===== config.mk =====
export PLATFORM = sky130hd
export DESIGN_NAME = pipe_mem_wb_flat
export DESIGN_NICKNAME = d
export VERILOG_FILES = /design/src/rtl/pipe_mem_wb_if.sv /design/src/rtl/pipe_mem_wb.sv /design/src/flat_wrapper.sv
export SDC_FILE = /design/constraint.sdc
export NUM_CORES = 1
export LEC_CHECK = 0
export BUFFER_PORTS_ARGS = -buffer_cell sky130_fd_sc_hd__buf_4
export CORE_MARGIN = 1.5
export CORE_UTILIZATION = 42
export DETAILED_ROUTE_END_ITERATION = 10
export MAX_ROUTING_LAYER = met4
export PLACE_DENSITY_LB_ADDON = 0.12
export SLEW_MARGIN = 20
export SYNTH_ARGS = -nofsm -noshare
export SYNTH_HDL_FRONTEND = slang
export SYNTH_SLANG_ARGS = --single-unit
export TNS_END_PERCENT = 20

===== constraint.sdc =====
create_clock -name clk -period 1.4 [get_ports clk]
set_input_delay 0.07 -clock clk [delete_from_list [all_inputs] [get_ports clk]]
set_output_delay 0.07 -clock clk [all_outputs]
set_load 0.02 [all_outputs]

===== src/rtl/pipe_mem_wb_if.sv =====
// ============================================================================
//  Module      : pipe_mem_wb_if
//  Description : Data-memory req/ack bus between the MEM stage (master) and
//                the data memory (slave). Request, direction, address and
//                store data come from the master. Read data and a one-cycle
//                completion pulse come back from the slave.
//  Revision    : 1.0 - initial release
// ============================================================================
`default_nettype none

interface pipe_mem_wb_if #(
    parameter int WIDTH = 32
);
    logic             MEM_REQ;
    logic             MEM_WE;
    logic [WIDTH-1:0] MEM_ADDR;
    logic [WIDTH-1:0] MEM_WDATA;
    logic [WIDTH-1:0] MEM_RDATA;
    logic             MEM_ACK;

    // Pipeline side: drives the request, samples the response
    modport master (
        output MEM_REQ,
        output MEM_WE,
        output MEM_ADDR,
        output MEM_WDATA,
        input  MEM_RDATA,
        input  MEM_ACK
    );

    // Memory side: samples the request, drives the response
    modport slave (
        input  MEM_REQ,
        input  MEM_WE,
        input  MEM_ADDR,
        input  MEM_WDATA,
        output MEM_RDATA,
        output MEM_ACK
    );
endinterface

`default_nettype wire


===== src/rtl/pipe_mem_wb.sv =====
// ============================================================================
//  Module      : pipe_mem_wb
//  Description : MEM stage plus MEM/WB pipeline register of the 32-bit core.
//                A load or store from EX/MEM becomes a single registered bus
//                request. The EX/MEM register is stalled until the memory
//                acknowledges, and MEM/WB receives bubbles in the meantime.
//                Non-memory instructions pass through in one cycle.
//  Options     : MEM_MISALIGN_EN - when defined, a load or store whose
//                address is not word aligned is not sent to the bus. It is
//                retired at once with REGWRITE_OUT=0 and MISALIGN_OUT=1.
//  Revision    : 1.0 - initial release
// ============================================================================
`default_nettype none

module pipe_mem_wb #(
    parameter int WIDTH = 32
) (
    input  wire logic             clk,
    input  wire logic             rst,          // asynchronous, active low

    // EX/MEM register outputs
    input  wire logic             MEMWRITE_IN,
    input  wire logic             MEMTOREG_IN,
    input  wire logic             REGWRITE_IN,
    input  wire logic [WIDTH-1:0] RESULTOP_IN,
    input  wire logic [WIDTH-1:0] WRDATA_IN,
    input  wire logic [4:0]       ARD_IN,

    // Holds EX/MEM while a memory access is in progress
    output logic                  STALL_OUT,

    // Data-memory bus
    pipe_mem_wb_if.master         mem_bus,

    // MEM/WB register
    output logic                  REGWRITE_OUT,
    output logic                  MEMTOREG_OUT,
    output logic [WIDTH-1:0]      RESULTOP_OUT,
    output logic [WIDTH-1:0]      RDATA_OUT,
    output logic [4:0]            ARD_OUT
`ifdef MEM_MISALIGN_EN
    ,
    output logic                  MISALIGN_OUT
`endif
);

    // ------------------------------------------------------------------
    // State encoding
    // ------------------------------------------------------------------
    localparam logic [0:0] S_IDLE   = 1'b0;
    localparam logic [0:0] S_ACCESS = 1'b1;

    logic [0:0]       r_state;
    logic [0:0]       w_state_next;

    // Decode of the instruction sitting in EX/MEM
    logic             w_memop;
    logic             w_misalign;

    // FSM outputs
    logic             w_stall;
    logic             w_issue;      // launch a bus request at the next edge
    logic             w_done;       // access completes at the next edge
    logic             w_wb_load;    // MEM/WB takes the EX/MEM instruction

    // Bus request registers
    logic             r_mem_req;
    logic             r_mem_we;
    logic [WIDTH-1:0] r_mem_addr;
    logic [WIDTH-1:0] r_mem_wdata;

    // MEM/WB registers
    logic             r_regwrite;
    logic             r_memtoreg;
    logic [WIDTH-1:0] r_resultop;
    logic [WIDTH-1:0] r_rdata;
    logic [4:0]       r_ard;

    // A store takes priority over a load when both flags are set. Both of
    // them still need the bus, so one OR covers both cases.
    assign w_memop = MEMWRITE_IN | MEMTOREG_IN;

`ifdef MEM_MISALIGN_EN
    logic r_misalign;

    // Only word-aligned accesses reach the bus
    assign w_misalign   = w_memop & (RESULTOP_IN[1:0] != 2'b00);
    assign MISALIGN_OUT = r_misalign;
`else
    // The low address bits go to the bus without a check
    assign w_misalign = 1'b0;
`endif

    // ------------------------------------------------------------------
    // FSM process 1: state register
    // ------------------------------------------------------------------
    // Reset abandons any access in flight
    always_ff @(posedge clk or negedge rst) begin
        if (!rst) begin
            r_state <= S_IDLE;
        end else begin
            r_state <= w_state_next;
        end
    end

    // ------------------------------------------------------------------
    // FSM process 2: next-state logic
    // ------------------------------------------------------------------
    // Enter ACCESS for an aligned memop and return to IDLE on the ack
    always_comb begin
        w_state_next = r_state;
        case (r_state)
            S_IDLE: begin
                if (w_memop && !w_misalign) begin
                    w_state_next = S_ACCESS;
                end
            end
            S_ACCESS: begin
                if (mem_bus.MEM_ACK) begin
                    w_state_next = S_IDLE;
                end
            end
            default: begin
                w_state_next = S_IDLE;
            end
        endcase
    end

    // ------------------------------------------------------------------
    // FSM process 3: output decode
    // ------------------------------------------------------------------
    // The stall drops in the same cycle as the ack so that upstream
    // advances at the edge that retires the access. An ack seen in IDLE
    // has no effect.
    always_comb begin
        w_stall   = 1'b0;
        w_issue   = 1'b0;
        w_done    = 1'b0;
        w_wb_load = 1'b0;
        case (r_state)
            S_IDLE: begin
                if (w_memop && !w_misalign) begin
                    w_issue = 1'b1;
                    w_stall = 1'b1;
                end else begin
                    w_wb_load = 1'b1;
                end
            end
            S_ACCESS: begin
                if (mem_bus.MEM_ACK) begin
                    w_done    = 1'b1;
                    w_wb_load = 1'b1;
                end else begin
                    w_stall   = 1'b1;
                end
            end
            default: begin
                w_stall = 1'b0;
            end
        endcase
    end

    // The stall is masked while reset is asserted, so every output reads
    // zero during reset.
    assign STALL_OUT = w_stall & rst;

    // ------------------------------------------------------------------
    // Bus request register
    // ------------------------------------------------------------------
    // Capture the request once and keep it stable until the ack. Only one
    // access is ever outstanding.
    always_ff @(posedge clk or negedge rst) begin
        if (!rst) begin
            r_mem_req   <= 1'b0;
            r_mem_we    <= 1'b0;
            r_mem_addr  <= '0;
            r_mem_wdata <= '0;
        end else if (w_issue) begin
            r_mem_req   <= 1'b1;
            r_mem_we    <= MEMWRITE_IN;
            r_mem_addr  <= RESULTOP_IN;
            r_mem_wdata <= WRDATA_IN;
        end else if (w_done) begin
            r_mem_req   <= 1'b0;
        end
    end

    assign mem_bus.MEM_REQ   = r_mem_req;
    assign mem_bus.MEM_WE    = r_mem_we;
    assign mem_bus.MEM_ADDR  = r_mem_addr;
    assign mem_bus.MEM_WDATA = r_mem_wdata;

    // ------------------------------------------------------------------
    // MEM/WB register
    // ------------------------------------------------------------------
    // Load the instruction when it retires; otherwise clear the write
    // controls (bubble) and keep the data fields. Load data is captured
    // only at the completion of a read. The registered direction stays
    // valid for the whole access because EX/MEM is held.
    always_ff @(posedge clk or negedge rst) begin
        if (!rst) begin
            r_regwrite <= 1'b0;
            r_memtoreg <= 1'b0;
            r_resultop <= '0;
            r_rdata    <= '0;
            r_ard      <= 5'b0;
        end else if (w_wb_load) begin
            r_regwrite <= REGWRITE_IN & ~w_misalign;
            r_memtoreg <= MEMTOREG_IN;
            r_resultop <= RESULTOP_IN;
            r_ard      <= ARD_IN;
            if (w_done && !r_mem_we) begin
                r_rdata <= mem_bus.MEM_RDATA;
            end
        end else begin
            r_regwrite <= 1'b0;
            r_memtoreg <= 1'b0;
        end
    end

`ifdef MEM_MISALIGN_EN
    // Flag goes high only on an instruction retired as misaligned
    always_ff @(posedge clk or negedge rst) begin
        if (!rst) begin
            r_misalign <= 1'b0;
        end else if (w_wb_load) begin
            r_misalign <= w_misalign;
        end else begin
            r_misalign <= 1'b0;
        end
    end
`endif

    assign REGWRITE_OUT = r_regwrite;
    assign MEMTOREG_OUT = r_memtoreg;
    assign RESULTOP_OUT = r_resultop;
    assign RDATA_OUT    = r_rdata;
    assign ARD_OUT      = r_ard;

endmodule

`default_nettype wire


===== src/flat_wrapper.sv =====
// flat-port wrapper written by rule: the top's interface ports become plain ports
module pipe_mem_wb_flat 
#(
    parameter int WIDTH = 32
)
  (clk, rst, MEMWRITE_IN, MEMTOREG_IN, REGWRITE_IN, RESULTOP_IN, WRDATA_IN, ARD_IN, STALL_OUT, REGWRITE_OUT, MEMTOREG_OUT, RESULTOP_OUT, RDATA_OUT, ARD_OUT, mem_bus_MEM_REQ, mem_bus_MEM_WE, mem_bus_MEM_ADDR, mem_bus_MEM_WDATA, mem_bus_MEM_RDATA, mem_bus_MEM_ACK);
  pipe_mem_wb_if #(.WIDTH(WIDTH)) mem_bus_i ();
  input  wire logic clk;
  input  wire logic rst;
  input  wire logic MEMWRITE_IN;
  input  wire logic MEMTOREG_IN;
  input  wire logic REGWRITE_IN;
  input  wire logic [WIDTH-1:0] RESULTOP_IN;
  input  wire logic [WIDTH-1:0] WRDATA_IN;
  input  wire logic [4:0] ARD_IN;
  output logic STALL_OUT;
  output logic REGWRITE_OUT;
  output logic MEMTOREG_OUT;
  output logic [WIDTH-1:0] RESULTOP_OUT;
  output logic [WIDTH-1:0] RDATA_OUT;
  output logic [4:0] ARD_OUT;
  output wire logic [$bits(mem_bus_i.MEM_REQ)-1:0] mem_bus_MEM_REQ;
  output wire logic [$bits(mem_bus_i.MEM_WE)-1:0] mem_bus_MEM_WE;
  output wire logic [$bits(mem_bus_i.MEM_ADDR)-1:0] mem_bus_MEM_ADDR;
  output wire logic [$bits(mem_bus_i.MEM_WDATA)-1:0] mem_bus_MEM_WDATA;
  input wire logic [$bits(mem_bus_i.MEM_RDATA)-1:0] mem_bus_MEM_RDATA;
  input wire logic [$bits(mem_bus_i.MEM_ACK)-1:0] mem_bus_MEM_ACK;
  assign mem_bus_MEM_REQ = mem_bus_i.MEM_REQ;
  assign mem_bus_MEM_WE = mem_bus_i.MEM_WE;
  assign mem_bus_MEM_ADDR = mem_bus_i.MEM_ADDR;
  assign mem_bus_MEM_WDATA = mem_bus_i.MEM_WDATA;
  assign mem_bus_i.MEM_RDATA = mem_bus_MEM_RDATA;
  assign mem_bus_i.MEM_ACK = mem_bus_MEM_ACK;
  pipe_mem_wb #(.WIDTH(WIDTH)) u_core (.clk(clk), .rst(rst), .MEMWRITE_IN(MEMWRITE_IN), .MEMTOREG_IN(MEMTOREG_IN), .REGWRITE_IN(REGWRITE_IN), .RESULTOP_IN(RESULTOP_IN), .WRDATA_IN(WRDATA_IN), .ARD_IN(ARD_IN), .STALL_OUT(STALL_OUT), .mem_bus(mem_bus_i), .REGWRITE_OUT(REGWRITE_OUT), .MEMTOREG_OUT(MEMTOREG_OUT), .RESULTOP_OUT(RESULTOP_OUT), .RDATA_OUT(RDATA_OUT), .ARD_OUT(ARD_OUT));
endmodule

==> out/results.ini <==
[sta]
finalSetupTns_ns=-11.53
rsz0062_at_grt=yes
drv_slew=0
worstMarginPinSlew_ns=0.3993
hold_viol_final=0
setup_viol=134
finalCritPeriodShare_pct=113.8
clock_skew_ns=0.005751
post-route-worst-setup-slack_ns=-0.1936
period_minus_slack_ns=1.594
fmax_mhz=627.5
maxSlewHeadroom_pct=73.38

[synth]
synth_edf_count=0
synth_area_leader_cell=dfrtp_1
ys_top_cells_by_count=138 x dfrtp_1, 103 x mux2_2, 30 x mux2_4, 6 x buf_2, 5 x buf_4
synth_top_area_share_pct=65.48
yosysMostFrequentCell=dfrtp_1
ys_warn_count=0
syn_area_sq_um=5274
synth_ff_type=dfrtp_1
ys_ff_latch=138
synth_area_per_cell_sq_um=17.64
netlist_instances=299
synth_area_leaders=dfrtp_1 65%, mux2_2 22%, mux2_4 8.5%, buf_12 1.1%, buf_4 0.71%
synthArstFlopShare_pct=100.0
ys_types=17
seq_area_frac_synth_pct=65.48
syn_nets=406

[final_layout]
drive_gt1_share_pct=63.03
num_antenna_cells=0
design_area_sq_um=9255
area_delta_synth_final_pct=75.49
fillCellCount=751
nets=781
finalNonFillerCells=855

[drt]
wl_met3_um=1168
drc=0
wire_per_inst_um=18.07
top_layer_used=met4
firstDrtPassIters=4
vias_per_cell=4.604
drtAntennaViolNets=0
drt_iter0_markers=198
finalWirelength_um=15450
wirelength_met1_um=5866
dr_wl_met2_um=8016
vias=3936

[status]
status=complete, but fails checks
failed_checks=setup timing

[worst_setup_path]
worstPathRequired_ns=1.33
cp-start-kind=flip-flop
path_class=reg2out
path_max_fanout=4
critPathTopFamily=flip-flops
arrival_ns=1.52
rr_startpoint=u_core.r_state
reg2reg_to=u_core.ARD_OUT[1]
cp_cell_sequence=o31a_4 > buf_12 > and2_4 > buf_6
endpoint_kind=output port
rrSetupSlack_ns=-0.17
critPathSlowestCell=dfrtp_1
r2r.worst_path.cells=5
worst_path_largest_cell_delay_ns=0.42
cp_num_buf_inv=2

[power_and_ir_drop]
netSwitchingPower_mw=4.751
power_frac_comb_pct=35.4
p_seq_share_pct=36.7
peakVddDrop_uv=1155
report.power.total_mw=15.27
pwr-share-clk_pct=27.9
power.density_nw_per_um2=1650
p_leak_nw=4.521
intPower_mw=10.52
swShare_pct=31.12

[placed_design]
hpwlAfterDp_um=9105
io_buffer_count=244
dp.cells=706
place_ws_ns=-0.03662
placed_cell_area_sq_um=7367
gp_congestion=0.7604

[worst_hold_path]
min_delay_path_depth=5
min_to=u_core.MEMTOREG_OUT
hp-start=mem_bus_MEM_ACK
hold_path_class=in2reg

[clock_network]
clockBufferDepth=2
clkTransAtPathRegs_ns=0.06
numCtsBuffers=17
clock-sinks=138
ctsHtreeMaxLevel=4
clock_latency_ns=0.42
cts_tree=yes
cts_root_buf=clkbuf_16

[global_routing]
antenna_found_initial=0
grt_max_degree=77
grt_overflow=0
grt_pass1_wl_um=22940
track_usage_pct=24.06
first_global_vias=4398

[die]
io_pins=245
placementRows=40
coreArea_sq_um=12110
die_y_um=115.1
fp.dieW_um=115.1
dieArea_sq_um=13240
start_util_pct=43.54

[run]
cap_viol_max_count=0

final cells by class:
cell class / count / area [sq um] / area share [%]
multi-input cells: 144 / 1769 / 19.12
flip-flops and latches: 138 / 3453 / 37.31
clock inverters: 7 / 65.06 / 0.7030
inverters: 2 / 7.507 / 0.08111
clock buffers: 25 / 495.5 / 5.354
well taps: 168 / 210.2 / 2.271
repair buffers: 371 / 3254 / 35.16
timing repair:
action | 4_1_cts | 5_1_grt
hold endpoints to repair | 274 | 0
hold buffers | 105 | 0
endpoints found under the setup margin | 53 | 135
gates resized for setup | 7 | 24
buffers inserted | 4 | 4
pin swaps | 2 | 2
cloned | 2 | 2
kinds of logic (layout without fill, tap and decap cells):
group / count (synthesis) / in the layout / share of synthesized area, %
flip-flops: 138 / 138 / 65.48
multiplexers: 133 / 133 / 30.53
buffers and inverters: 17 / 405 / 2.776
AND/OR/NAND/NOR: 7 / 7 / 0.6883
AO/OA/AOI/OAI: 4 / 4 / 0.5220
per-layer routing:
| layer | vias to the layer above | global-route usage [%] |
|---|---|---|
| li1 | 1800 | - |
| met1 | 1931 | 25.94 |
| met2 | 173 | 41.23 |
| met3 | 32 | 7.486 |
| met4 | 0 | 9.877 |
| met5 | - | - |
stage by stage:
stage / hold WS [ns] / util, %
floorplan: -0.2256 / -
global placement: 0.1280 / 60.83
detailed placement: 0.1315 / 60.83
CTS: 0.002531 / 75.07
global route: 0.1022 / 76.42
finish: 0.1066 / 76.42
worst max path at each step:
stage	start	to	slack, ns	cells after the start
floorplan	u_core.mem_bus.MEM_WE	u_core.RDATA_OUT[10]	0.02	4
global placement	u_core.r_state	u_core.RDATA_OUT[11]	-0.006	4
detailed placement	u_core.r_state	u_core.RDATA_OUT[13]	-0.04	4
CTS	u_core.r_state	STALL_OUT	-0.25	4
global route	u_core.r_state	STALL_OUT	-0.26	6
finish	u_core.r_state	STALL_OUT	-0.19	4
cell usage in the layout, fill, tap and decap left out, drive strengths merged:
cell / n
buf: 264
dfrtp: 138
mux2: 133
dlygate4sd3: 105
clkbuf: 27
clkinv: 4
nand2: 3
inv: 2
o21ai: 2
clkinvlp: 2
o31a: 1
and2: 1
nor2: 1
nor2b: 1
o21bai: 1
or2: 1
bufinv: 1
power groups by stage:
| stage | registers, mW | clock network, mW | logic (mW) |
|---|---|---|---|
| 5_1_grt | 5.71 | 4.51 | 5.67 |
| 3_5_place_dp | 5.62 | 0 | 4.91 |
| 3_3_place_gp | 5.58 | 0 | 4.84 |
| 4_1_cts | 5.58 | 4.32 | 5.25 |
| 2_1_floorplan | 6.80 | 0 | 1.39 |
| 6_report | 5.61 | 4.26 | 5.40 |
state kept, by name, indices dropped and copies added (netlist names):
register / flops
u_core.ARD_OUT: 5
u_core.MEMTOREG_OUT: 1
u_core.RDATA_OUT: 32
u_core.REGWRITE_OUT: 1
u_core.RESULTOP_OUT: 32
u_core.mem_bus.MEM_ADDR: 32
u_core.mem_bus.MEM_REQ: 1
u_core.mem_bus.MEM_WDATA: 32
u_core.mem_bus.MEM_WE: 1
u_core.r_state: 1
worst min-delay path, cell delays in order:
cell     delay, ns
buf_4         0.12
nand2_4       0.07
buf_4         0.10
buf_4         0.10
nor2_1        0.03
Power figures use the tool's default switching activity.
